<file path="src/rtl/fpu_div_seq_pkg.sv">
// Shared types and defaults for the FPU division sequencer.
// Optional early-exit feature is controlled by macro FPU_DIV_EARLY_EXIT_EN
// (used in fpu_division_sequencer.sv).
package fpu_div_seq_pkg;

  // Quotient bits per divide: 24 mantissa bits + guard + round.
  localparam int DEFAULT_DIV_ITERATIONS = 26;

  typedef enum logic [1:0] {
    IDLE    = 2'd0,
    ITERATE = 2'd1,
    DONE    = 2'd2
  } div_state;

endpackage

</file>
<file path="src/rtl/fpu_iteration_counter.sv">
// Down-counter for the radix-2 divide loop: clear / load / decrement / hold.
// Priority is clear > load > decrement. zero flags a count of 0.
module fpu_iteration_counter #(
  parameter int W = 5
) (
  input  logic         clk,
  input  logic         reset_n,
  input  logic         clear,
  input  logic         load,
  input  logic         dec,
  input  logic [W-1:0] load_val,
  output logic [W-1:0] count,
  output logic         zero
);

  logic [W-1:0] count_d;
  logic [W-1:0] count_q;

  // Next-count selection; a decrement at zero holds rather than wrapping.
  always_comb begin
    count_d = count_q;
    if (clear) begin
      count_d = '0;
    end else if (load) begin
      count_d = load_val;
    end else if (dec && (count_q != '0)) begin
      count_d = count_q - 1'b1;
    end
  end

  // Counter register, cleared by the asynchronous reset.
  always_ff @(posedge clk or negedge reset_n) begin
    if (!reset_n) begin
      count_q <= '0;
    end else begin
      count_q <= count_d;
    end
  end

  assign count = count_q;
  assign zero  = (count_q == '0);

endmodule

</file>
<file path="src/rtl/fpu_division_sequencer.sv">
// Stall/sequence controller for the multi-cycle, non-pipelined FPU divide.
// Holds stage-1/stage-2 while a divide iterates, drives the datapath iteration
// index and mode, and releases the pipe with a one-cycle done pulse.
// Optional macro FPU_DIV_EARLY_EXIT_EN adds the remainder_zero input, which
// terminates a divide early once the partial remainder is exactly zero.
module fpu_division_sequencer
  import fpu_div_seq_pkg::*;
#(
  parameter  int ITERATIONS = DEFAULT_DIV_ITERATIONS,
  localparam int COUNT_W    = $clog2(ITERATIONS)
) (
  input  logic               clk,
  input  logic               reset_n,
  input  logic               division_op,
  input  logic               output_stall,
  input  logic               flush,
`ifdef FPU_DIV_EARLY_EXIT_EN
  input  logic               remainder_zero,
`endif
  output logic               stall,
  output logic               division_mode,
  output logic [COUNT_W-1:0] iteration_index,
  output logic               busy,
  output logic               done
);

  localparam logic [COUNT_W-1:0] LAST_COUNT = COUNT_W'(ITERATIONS - 1);

  // Handshake: stall is a level "not ready" toward stage-1/stage-2. While it
  // is high those registers hold their contents (including division_op); a
  // register update happens only on a rising edge where stall was low.

  div_state           state_d;
  div_state           state_q;
  logic               cnt_clear;
  logic               cnt_load;
  logic               cnt_dec;
  logic [COUNT_W-1:0] cnt_value;
  logic               cnt_zero;
  logic               early_exit;
  logic               internal_stall;

`ifdef FPU_DIV_EARLY_EXIT_EN
  assign early_exit = remainder_zero;
`else
  assign early_exit = 1'b0;
`endif

  fpu_iteration_counter #(
    .W (COUNT_W)
  ) u_counter (
    .clk      (clk),
    .reset_n  (reset_n),
    .clear    (cnt_clear),
    .load     (cnt_load),
    .dec      (cnt_dec),
    .load_val (LAST_COUNT),
    .count    (cnt_value),
    .zero     (cnt_zero)
  );

  // Next-state and counter control; flush outranks everything, and
  // output_stall freezes IDLE and ITERATE but never DONE.
  always_comb begin
    state_d   = state_q;
    cnt_clear = 1'b0;
    cnt_load  = 1'b0;
    cnt_dec   = 1'b0;
    if (flush) begin
      state_d   = IDLE;
      cnt_clear = 1'b1;
    end else begin
      case (state_q)
        IDLE: begin
          if (division_op && !output_stall) begin
            state_d  = ITERATE;
            cnt_load = 1'b1;
          end
        end
        ITERATE: begin
          if (!output_stall) begin
            if (cnt_zero || early_exit) begin
              state_d   = DONE;
              cnt_clear = 1'b1;
            end else begin
              cnt_dec = 1'b1;
            end
          end
        end
        DONE: begin
          state_d = IDLE;
        end
        default: begin
          state_d   = IDLE;
          cnt_clear = 1'b1;
        end
      endcase
    end
  end

  // FSM state register.
  always_ff @(posedge clk or negedge reset_n) begin
    if (!reset_n) begin
      state_q <= IDLE;
    end else begin
      state_q <= state_d;
    end
  end

  // Output decode. The IDLE stall term covers the detect cycle so the divide
  // is held before the first iteration; it is masked while reset is asserted.
  always_comb begin
    internal_stall  = 1'b0;
    division_mode   = 1'b0;
    busy            = 1'b0;
    done            = 1'b0;
    iteration_index = '0;
    case (state_q)
      IDLE: begin
        internal_stall = division_op && !flush;
      end
      ITERATE: begin
        internal_stall  = 1'b1;
        division_mode   = 1'b1;
        busy            = 1'b1;
        iteration_index = LAST_COUNT - cnt_value;
      end
      DONE: begin
        busy = 1'b1;
        done = !flush;
      end
      default: begin
        internal_stall = 1'b0;
      end
    endcase
    stall = output_stall || (internal_stall && reset_n);
  end

endmodule

</file>
<file path="config.mk">
export PLATFORM = sky130hd
export DESIGN_NAME = fpu_division_sequencer
export DESIGN_NICKNAME = d
export VERILOG_FILES = /design/src/rtl/fpu_div_seq_pkg.sv /design/src/rtl/fpu_iteration_counter.sv /design/src/rtl/fpu_division_sequencer.sv
export SDC_FILE = /design/constraint.sdc
export NUM_CORES = 1
export LEC_CHECK = 0
export BUFFER_PORTS_ARGS = -buffer_cell sky130_fd_sc_hd__clkbuf_2
export CORE_AREA = 2 2 45 47
export DETAILED_ROUTE_END_ITERATION = 10
export DIE_AREA = 0 0 47 49
export REMOVE_ABC_BUFFERS = 1
export SLEW_MARGIN = 20
export SYNTH_ARGS = -nofsm -noshare
export SYNTH_HDL_FRONTEND = slang
export SYNTH_HIERARCHICAL = 1
export SYNTH_SLANG_ARGS = --single-unit
</file>
<file path="constraint.sdc">
create_clock -name clk -period 3.4 [get_ports clk]
set_input_delay 0.34 -clock clk [delete_from_list [all_inputs] [get_ports clk]]
set_output_delay 0.34 -clock clk [all_outputs]
set_load 0.01 [all_outputs]
</file>
==> results of run 1 <==
==> power groups by stage <==
stage	Clock [mW]	Combinational, mW	Sequential (mW)
after floorplan	0	0.211	0.115
after CTS	0.0813	0.289	0.119
after global routing	0.0841	0.333	0.121
after global placement	0	0.284	0.119
final	0.0778	0.292	0.119
after detailed placement	0	0.287	0.120
==> through the flow <==
stage          instance area, sq um  util [%]  setup slack [ns]
2_1_floorplan                   662         -             0.761
3_3_place_gp                    776      42.1              1.02
3_5_place_dp                    776      42.1             0.950
4_1_cts                         812      44.1             0.942
5_1_grt                         820      44.5             0.894
6_report                        820      44.5              1.11
==> sequential cells by signal (all words and copies together) (netlist names) <==
| register | cells |
|---|---|
| u_counter/count | 5 |
| state_q | 2 |
==> kinds of logic after synthesis <==
group,Yosys count,share of synthesized area (%)
fa+ha+maj,6,11.3
buf+inv,12,8.07
simple gates,27,24.6
compound gates,17,24.6
xor+xnor,2,2.63
other cells,2,1.13
mux,1,1.50
flops,7,26.3
==> layout by cell type (no fill, tap or decap), types with 3 or more instances in the layout <==
cell      instances
a21o_1            3
clkbuf_2         13
nand2_1           5
nor3_1            3
nor2b_1           3
clkbuf_4          3
dfrtp_1           7
ha_1              6
conb_1            5
nor2_1            3
and2_1            4
inv_1            10
==> final cells by class <==
class,count,area share (%)
Clock buffer,4,3.21
Timing Repair Buffer,16,11.0
Sequential cell,7,21.4
Inverter,10,4.58
Tap cell,27,4.12
Multi-Input combinational cell,58,55.7
==> worst register-to-register path: stages, from the launching register on <==
cell      delay [ns]
dfrtp_1         0.41
inv_1           0.10
ha_1            0.20
or4b_4          0.25
inv_1           0.07
nor4b_1         0.25
buf_4           0.21
nand2_1         0.10
or3_1           0.35
a221oi_1        0.24
==> cells in the mapped netlist <==
cell | count | share of area (%)
inv_1 | 10 | 5.6
dfrtp_1 | 7 | 26
ha_1 | 6 | 11
nand2_1 | 5 | 2.8
and2_1 | 4 | 3.8
a21o_1 | 3 | 3.4
nor2_1 | 3 | 1.7
nor2b_1 | 3 | 2.8
nor3_1 | 3 | 2.3
a21oi_1 | 2 | 1.5
a311oi_1 | 2 | 2.6
conb_1 | 2 | 1.1
xor2_1 | 2 | 2.6
a2111oi_2 | 1 | 2.3
a2111oi_4 | 1 | 4.1
a221oi_1 | 1 | 1.3
a22oi_2 | 1 | 1.9
a311o_1 | 1 | 1.5
and3_4 | 1 | 1.7
buf_2 | 1 | 0.75
buf_6 | 1 | 1.7
mux2i_1 | 1 | 1.5
nand2b_1 | 1 | 0.94
nand2b_2 | 1 | 1.3
nand3_1 | 1 | 0.75
nand3b_1 | 1 | 1.1
nor3b_1 | 1 | 1.1
nor4b_1 | 1 | 1.3
o211a_1 | 1 | 1.5
o21ai_1 | 1 | 0.75
o21bai_1 | 1 | 1.1
o311ai_0 | 1 | 1.3
o311ai_1 | 1 | 1.3
or3_1 | 1 | 0.94
or4b_4 | 1 | 2.1
==> worst paths after layout <==
kind / from / end / slack (ns) / cells after the start
min in group clk: flush / state_q[1] / 0.48 / 3
max reg2reg: u_counter/count[1] / u_counter/count[2] / 1.11 / 9
min: reset_n / u_counter/count[2] / 0.46 / 2
max in group asynchronous: reset_n / state_q[1] / 2.75 / 2
min reg2reg: state_q[1] / state_q[1] / 0.57 / 1
max: u_counter/count[1] / u_counter/count[2] / 1.11 / 9
==> per-layer routing <==
metal	global-route usage, %	share of wire, %	vias up
li1	-	-	299
met1	17.0	50	266
met2	23.1	44	13
met3	3.33	2.7	4
met4	11.1	3.8	0
met5	0	0	-
==> timing repair <==
action                                  in CTS  in global routing
endpoints found under the setup margin       0                  0
hold buffers                                 1                  0
hold endpoints to repair                     7                  0
==> impl_metrics.py, run 1 <==
metrics = {
    "worst_setup_path": {
        "path_buf_inv": 3,
        "end_kind": "flip-flop",
        "slowest_stage": "dfrtp_1",
        "crit_top_cell": "inv_1",
        "required_ns": 3.56,
        "critPathLaunchType": "flip-flop",
        "crit_type": "reg2reg",
        "critical_path.top_delay_family": "simple AND/OR/NAND/NOR gates",
        "cp.arrival_ns": 2.45,
        "cp_cell_sequence": "inv_1 > ha_1 > or4b_4 > inv_1 > nor4b_1 > buf_4 > nand2_1 > or3_1 > a221oi_1",
        "path_max_fanout": 7,
        "slowest_delay_ns": 0.41,
    },
    "floorplan": {
        "die_w_um": 47,
        "start_util_pct": 36.2,
        "coreArea_sq_mm": 0.00184,
        "num_io_pins": 14,
        "die_h_um": 49,
        "dieArea_sq_mm": 0.00230,
        "rows": 16,
    },
    "power_and_ir_drop": {
        "share_seq_of_total_power_pct": 24.3,
        "switchingPower_uw": 219,
        "internal_power_uw": 269,
        "powerDensity_mw_per_mm2": 596,
        "p_leak_nw": 0.372,
        "power_frac_clock_pct": 15.9,
        "combPwrFrac_pct": 59.8,
        "p_total_uw": 488,
        "ir_drop_mv": 0.249,
        "swShare_pct": 44.8,
    },
    "finish": {
        "drive_gt1_share_pct": 26.3,
        "final_cells": 122,
        "area_growth_pct": 22.9,
        "seq_area_sq_um": 175,
        "diodes": 0,
        "nets": 107,
        "multi_input_area_sq_um": 457,
        "n_fill_cell": 208,
    },
    "timing": {
        "finalMaxSlewViolations": 0,
        "max_freq_mhz": 437,
        "setup_tns_ns": 0,
        "slew_headroom_pct": 51.2,
        "fin_skew_ns": 0.00379,
        "min_period_ns": 2.29,
        "period_share_pct": 67.3,
        "whs_ns": 0.465,
        "worstMarginPinSlew_ns": 0.732,
        "rsz0062_at_grt": "false",
        "finalHoldViolCount": 0,
        "final-setup-viol-count": 0,
    },
    "clock_network": {
        "clk_latency_ns": 0.26,
        "tritoncts": "built",
        "path_clk_slew_ns": 0.05,
        "root_buffer": "clkbuf_4",
        "postCtsSetupRepairBufs": 0,
        "clockBufferDepth": 2,
        "cts.sinks": 7,
        "cts_resized": 0,
        "htree_levels": 1,
        "cts_made_buffers": 3,
    },
    "synthesis": {
        "synth_area_sq_um": 667,
        "netlist_instances": 74,
        "syn_area_per_cell_sq_um": 9.01,
        "ys_ff_latch": 7,
        "yosys_warnings": 6,
        "ys_seq_area_share_pct": 26.3,
        "synth_cell_types": 35,
    },
    "place": {
        "io_buffers": 13,
        "dp.cells": 117,
        "place_congestion": 0.711,
        "dp_hpwl_um": 1050,
    },
    "outcome": {
        "outcome": "completed",
    },
    "detailed_routing": {
        "vias": 582,
        "routedWlPerCell_um": 11.1,
        "first_pass_iters": 3,
        "via_per_inst": 4.77,
        "postRouteWirelength_um": 1350,
        "drc": 0,
        "drtAntennaViolNets": 0,
        "drt-initial-drc-count": 6,
    },
    "global_routing": {
        "grt_usage_pct": 14.9,
        "grt_pass1_vias": 588,
        "antenna_found_initial": 0,
        "grt_pass1_wl_um": 2430,
        "grt_max_degree": 13,
        "grt_overflow_total": 0,
    },
    "min_path": {
        "worstHoldPathType": "in2async",
    },
    "run": {
        "max-cap-violations": 0,
    },
}
Note: power is estimated with default switching activity, not from simulation.
==> inputs of run 2 (changes only) <==
--- a/config.mk
+++ b/config.mk
@@ -5,10 +5,11 @@
 export SDC_FILE = /design/constraint.sdc
 export NUM_CORES = 1
 export LEC_CHECK = 0
+export ABC_AREA = 1
 export BUFFER_PORTS_ARGS = -buffer_cell sky130_fd_sc_hd__clkbuf_2
-export CORE_AREA = 2 2 45 47
+export CORE_AREA = 2 2 47 49
 export DETAILED_ROUTE_END_ITERATION = 10
-export DIE_AREA = 0 0 47 49
+export DIE_AREA = 0 0 49 51
 export REMOVE_ABC_BUFFERS = 1
 export SLEW_MARGIN = 20
 export SYNTH_ARGS = -nofsm -noshare
==> constraint.sdc (replaced) <==
create_clock -name clk -period 1.9 [get_ports clk]
set_input_delay 0.19 -clock clk [delete_from_list [all_inputs] [get_ports clk]]
set_output_delay 0.19 -clock clk [all_outputs]
set_load 0.01 [all_outputs]
==> impl_metrics.py, run 2 <==
metrics = {
    "finish": {
        "largest_register_ffs": 5,
        "seq_area_sq_um": 175,
        "multi_input_area_sq_um": 467,
        "final_cells": 160,
        "diodes": 0,
        "finish.utilization_pct": 42.6,
        "final_design_area_no_fill_sq_um": 880,
        "nets": 144,
        "final_cell_mix": "nand2_1, inv_1, clkbuf_2",
        "n_fill_cell": 239,
        "drive_gt1_share_pct": 23.5,
        "area_growth_pct": 25.1,
        "layout_commonest_cell": "nand2_1",
    },
    "place": {
        "place_congestion": 0.881,
        "place_ws_ns": 0.107,
        "dpl_cell_area_sq_um": 837,
        "dp.cells": 155,
        "dp_hpwl_um": 1260,
        "io_buffers": 13,
    },
    "timing": {
        "fin_ws_ns": 0.226,
        "finalHoldViolCount": 0,
        "finalMaxSlewViolations": 0,
        "period_share_pct": 88.1,
        "fin_skew_ns": 0.00113,
        "setup_tns_ns": 0,
        "rsz0062_at_grt": "false",
        "final-setup-viol-count": 0,
        "whs_ns": 0.324,
        "max_freq_mhz": 597,
        "min_period_ns": 1.67,
    },
    "clock_network": {
        "htree_levels": 1,
        "path_clk_slew_ns": 0.05,
        "cts.sinks": 7,
        "root_buffer": "clkbuf_4",
        "clk_latency_ns": 0.24,
        "tritoncts": "built",
        "clockBufferDepth": 2,
        "postCtsSetupRepairBufs": 0,
        "cts_made_buffers": 3,
    },
    "min_path": {
        "worstHoldPathType": "in2async",
    },
    "floorplan": {
        "die_w_um": 49,
        "die_h_um": 51,
        "rows": 17,
        "coreArea_sq_mm": 0.00206,
        "num_io_pins": 14,
        "start_util_pct": 34.1,
        "dieArea_sq_mm": 0.00250,
    },
    "synthesis": {
        "synth_edf_count": 0,
        "syn_area_per_cell_sq_um": 6.51,
        "netlist_instances": 108,
        "yosysTopAreaCell": "dfrtp_1",
        "yosys_warnings": 6,
        "async_flop_share_pct": 100,
        "synth_area_sq_um": 703,
        "yosys-top-cells-count": "nand2_1, inv_1, dfrtp_1, nor2_1, ha_1",
        "synth_flop_cell": "dfrtp_1",
        "synth_top_area_share_pct": 24.9,
        "ys_ff_latch": 7,
        "ys_seq_area_share_pct": 24.9,
        "synth_cell_types": 22,
        "yosysMostFrequentCell": "nand2_1",
        "synth_area_leaders": "dfrtp_1, nand2_1, ha_1",
    },
    "outcome": {
        "outcome": "completed",
    },
    "power_and_ir_drop": {
        "p_leak_nw": 0.510,
        "switchingPower_uw": 447,
        "swShare_pct": 48.0,
        "combPwrFrac_pct": 63.6,
        "ir_drop_mv": 0.586,
        "share_seq_of_total_power_pct": 22.6,
        "powerDensity_mw_per_mm2": 1060,
        "internal_power_uw": 484,
        "power_frac_clock_pct": 13.8,
        "p_total_uw": 931,
    },
    "global_routing": {
        "grt_pass1_wl_um": 2650,
        "antenna_found_initial": 0,
        "grt_pass1_vias": 666,
        "grt_max_degree": 9,
        "grt_usage_pct": 13.5,
        "grt_overflow_total": 0,
    },
    "detailed_routing": {
        "first_pass_iters": 4,
        "drtAntennaViolNets": 0,
        "drt-initial-drc-count": 8,
        "vias": 706,
        "drc": 0,
        "routedWlPerCell_um": 9.40,
        "postRouteWirelength_um": 1500,
        "via_per_inst": 4.41,
    },
    "worst_setup_path": {
        "required_ns": 2.03,
        "critPathLaunchType": "flip-flop",
        "crit_type": "reg2reg",
        "end_kind": "flip-flop",
        "path_max_fanout": 5,
        "cp.arrival_ns": 1.81,
    },
    "run": {
        "max-cap-violations": 0,
    },
}
run 2: cell types whose count changed in the layout (fill, tap and decap cells not counted), moves of 3 or more:
cell	previous run	this run
nor2b_1	3	0
nand2_1	5	38
inv_1	10	18
nand3_1	1	5
o21ai_0	0	3
and2_1	4	0
nand4_1	0	5
a21o_1	3	0
nor2_1	3	7
run 2: cell type report:
cell class,count,share of cell area (%)
Clock buffer,4,2.99
Sequential cell,7,19.9
Timing Repair Buffer,18,11.9
Inverter,19,8.11
Tap cell,28,3.98
Multi-Input combinational cell,84,53.1
run 2: cells by family (layout without fill, tap and decap cells):
group / count (synthesis) / count (layout) / synth area share (%)
compound gates: 6 / 6 / 6.23
xor+xnor: 2 / 2 / 2.49
fa+ha+maj: 6 / 6 / 10.7
buf+inv: 20 / 41 / 11.2
flops: 7 / 7 / 24.9
other cells: 2 / 5 / 1.07
simple gates: 65 / 65 / 43.4
run 2: power groups by stage:
stage / clock network (mW) / logic, mW / registers (mW)
after CTS: 0.137 / 0.595 / 0.210
after detailed placement: 0 / 0.590 / 0.212
after floorplan: 0 / 0.406 / 0.206
after global routing: 0.144 / 0.672 / 0.215
after global placement: 0 / 0.591 / 0.211
final: 0.129 / 0.592 / 0.210
run 2: worst max-delay path: stages, from the launching register on:
cell and delay (ns):
dfrtp_1 0.40, inv_1 0.10, ha_1 0.22, nand3_2 0.13, inv_1 0.11, nand2_1 0.09, a22oi_1 0.19, buf_4 0.16
a21oi_4 0.04, nand2_1 0.07, nand2_1 0.05
run 2: repair_timing:
item / 4_1_cts / 5_1_grt
hold buffers: 1 / 0
hold endpoints to repair: 7 / 0
setup endpoints to repair: 0 / 5
gates resized for setup: 0 / 1
run 2: worst paths after layout:
kind / startpoint / endpoint / slack [ns] / cells past startpoint
setup / recovery: u_counter/count[0] / u_counter/count[3] / 0.23 / 10
hold / removal: reset_n / state_q[1] / 0.32 / 2
setup reg to reg: u_counter/count[0] / u_counter/count[3] / 0.23 / 10
hold reg to reg: state_q[1] / state_q[1] / 0.51 / 2
max in group asynchronous: reset_n / u_counter/count[0] / 1.40 / 2
min in group clk: flush / state_q[1] / 0.38 / 4
run 2: layer usage:
| layer | GRT usage, % | vias to the layer above | wire length, um |
|---|---|---|---|
| met5 | 0 | - | 0 |
| met4 | 5.71 | 0 | 0 |
| met3 | 2.63 | 0 | 56 |
| met2 | 21.5 | 12 | 722 |
| met1 | 17.9 | 318 | 725 |
| li1 | - | 376 | - |
==> inputs of run 3 (changes only) <==
--- a/config.mk
+++ b/config.mk
@@ -6,10 +6,10 @@
 export NUM_CORES = 1
 export LEC_CHECK = 0
 export ABC_AREA = 1
-export BUFFER_PORTS_ARGS = -buffer_cell sky130_fd_sc_hd__clkbuf_2
 export CORE_AREA = 2 2 47 49
 export DETAILED_ROUTE_END_ITERATION = 10
 export DIE_AREA = 0 0 49 51
+export DONT_BUFFER_PORTS = 1
 export REMOVE_ABC_BUFFERS = 1
 export SLEW_MARGIN = 20
 export SYNTH_ARGS = -nofsm -noshare
==> impl_metrics.py, run 3 (synthesis gave the netlist of run 2 again) <==
metrics = {
    "global_routing": {
        "grt_usage_pct": 12.9,
        "use_met2_pct": 23.1,
        "grt_pass1_vias": 642,
        "grt-busiest-layer": "met2",
        "grt_pass1_wl_um": 2530,
        "antenna_found_initial": 0,
        "grt_overflow_total": 0,
        "use_met1_pct": 14.7,
        "grtUsageMet3_pct": 3.80,
        "grt_max_degree": 9,
    },
    "place": {
        "io_buffers": 0,
        "dp_hpwl_um": 1200,
        "place_congestion": 0.889,
        "dp.cells": 142,
    },
    "detailed_routing": {
        "first_pass_iters": 3,
        "via_per_inst": 4.38,
        "drt-initial-drc-count": 11,
        "drc": 0,
        "vias": 644,
        "routedWlPerCell_um": 9.65,
        "drtAntennaViolNets": 0,
        "postRouteWirelength_um": 1420,
    },
    "worst_setup_path": {
        "cp.depth": 10,
        "path_max_fanout": 6,
        "critPathLaunchType": "flip-flop",
        "end_kind": "flip-flop",
        "cp_cell_sequence": "inv_1 > ha_1 > nand3_2 > inv_1 > nor4_1 > buf_4 > nand2_4 > a21oi_4 > nand2_1 > nand2_1",
        "slowest_delay_ns": 0.38,
        "crit_type": "reg2reg",
        "slowest_stage": "dfrtp_1",
        "required_ns": 2.08,
        "worst_r2r_path_depth": 10,
        "path_buf_inv": 3,
        "critical_path.top_delay_family": "simple AND/OR/NAND/NOR gates",
        "cp.arrival_ns": 1.85,
    },
    "timing": {
        "max_freq_mhz": 599,
        "finalMaxSlewViolations": 0,
        "fin_skew_ns": 0.00110,
        "final-setup-viol-count": 0,
        "whs_ns": 0.123,
        "min_period_ns": 1.67,
        "period_share_pct": 87.9,
        "rsz0062_at_grt": "false",
        "finalHoldViolCount": 0,
        "setup_tns_ns": 0,
    },
    "finish": {
        "layout_commonest_cell": "nand2_1",
        "nets": 131,
        "final_cell_mix": "nand2_1, inv_1, nor2_1, dfrtp_1, ha_1",
        "diodes": 0,
        "drive_gt1_share_pct": 14.3,
        "n_fill_cell": 228,
        "area_growth_pct": 14.9,
        "final_cells": 147,
        "largest_register_ffs": 5,
    },
    "clock_network": {
        "cts.sinks": 7,
        "cts_made_buffers": 3,
        "cts_resized": 0,
        "cts-hold-fix-buffers": 1,
        "path_clk_slew_ns": 0.05,
        "postCtsSetupRepairBufs": 0,
        "clockBufferDepth": 2,
        "root_buffer": "clkbuf_4",
        "tritoncts": "built",
        "clk_latency_ns": 0.24,
        "htree_levels": 1,
    },
    "power_and_ir_drop": {
        "ir_drop_mv": 0.453,
        "switchingPower_uw": 413,
        "p_leak_nw": 0.453,
        "swShare_pct": 48.4,
        "power_frac_clock_pct": 15.2,
        "internal_power_uw": 440,
        "share_seq_of_total_power_pct": 25.0,
        "powerDensity_mw_per_mm2": 1060,
        "combPwrFrac_pct": 59.8,
    },
    "floorplan": {
        "die_h_um": 51,
        "die_w_um": 49,
        "rows": 17,
        "num_io_pins": 14,
        "dieArea_sq_mm": 0.00250,
        "start_util_pct": 34.1,
        "coreArea_sq_mm": 0.00206,
    },
    "min_path": {
        "worstHoldPathType": "in2reg",
        "holdPathStages": 3,
    },
    "outcome": {
        "outcome": "completed",
    },
    "run": {
        "max-cap-violations": 0,
    },
}
[run 3: cell count changes in the layout (fill, tap and decap cells not counted)]
| cell | previous run | this run |
|---|---|---|
| nor4_2 | 1 | 0 |
| nor4_1 | 0 | 1 |
| clkbuf_2 | 13 | 0 |
[run 3: worst paths after layout]
check | to | start | slack [ns]
max in group asynchronous | u_counter/count[2] | reset_n | 1.38
worst min register to register | state_q[1] | state_q[1] | 0.50
worst max register to register | u_counter/count[1] | u_counter/count[0] | 0.23
worst min-delay path | state_q[0] | flush | 0.12
min in group asynchronous | state_q[1] | reset_n | 0.28
worst max-delay path | u_counter/count[1] | u_counter/count[0] | 0.23
[run 3: metal layers]
| metal | up-vias | share of wire (%) |
|---|---|---|
| met2 | 12 | 46 |
| met5 | - | 0 |
| met4 | 0 | 0 |
| met3 | 0 | 5.6 |
| met1 | 282 | 49 |
| li1 | 350 | - |
[run 3: through the flow]
stage	area [sq um]	utilization, %	power [mW]	setup slack [ns]
floorplan	707	-	0.612	0.0607
global placement	772	37.4	0.726	0.261
detailed placement	772	37.4	0.724	0.226
CTS	808	39.2	0.867	0.215
global route	808	39.2	0.958	0.0645
finish	808	39.2	0.853	0.231
[run 3: area by class of cell]
cell class                 count  area (sq um)  share of cell area (%)
sequential                     7           175                    21.7
inverter                      19          71.3                    8.82
tap                           28          35.0                    4.33
clock buffer                   4          26.3                    3.25
multi-input combinational     84           460                    57.0
timing repair buffer           5          40.0                    4.95
[run 3: power by group through the flow]
stage / clock, mW / sequential [mW] / combinational [mW]
after global placement: 0 / 0.213 / 0.513
after global routing: 0.149 / 0.219 / 0.590
after detailed placement: 0 / 0.215 / 0.509
after CTS: 0.139 / 0.212 / 0.515
final: 0.129 / 0.213 / 0.510
after floorplan: 0 / 0.206 / 0.406
[run 3: worst reg2reg max path, cell delays in order, from the launching register on]
cell	delay (ns)
dfrtp_1	0.38
inv_1	0.08
ha_1	0.25
nand3_2	0.13
inv_1	0.06
nor4_1	0.16
buf_4	0.16
nand2_4	0.07
a21oi_4	0.17
nand2_1	0.07
nand2_1	0.07
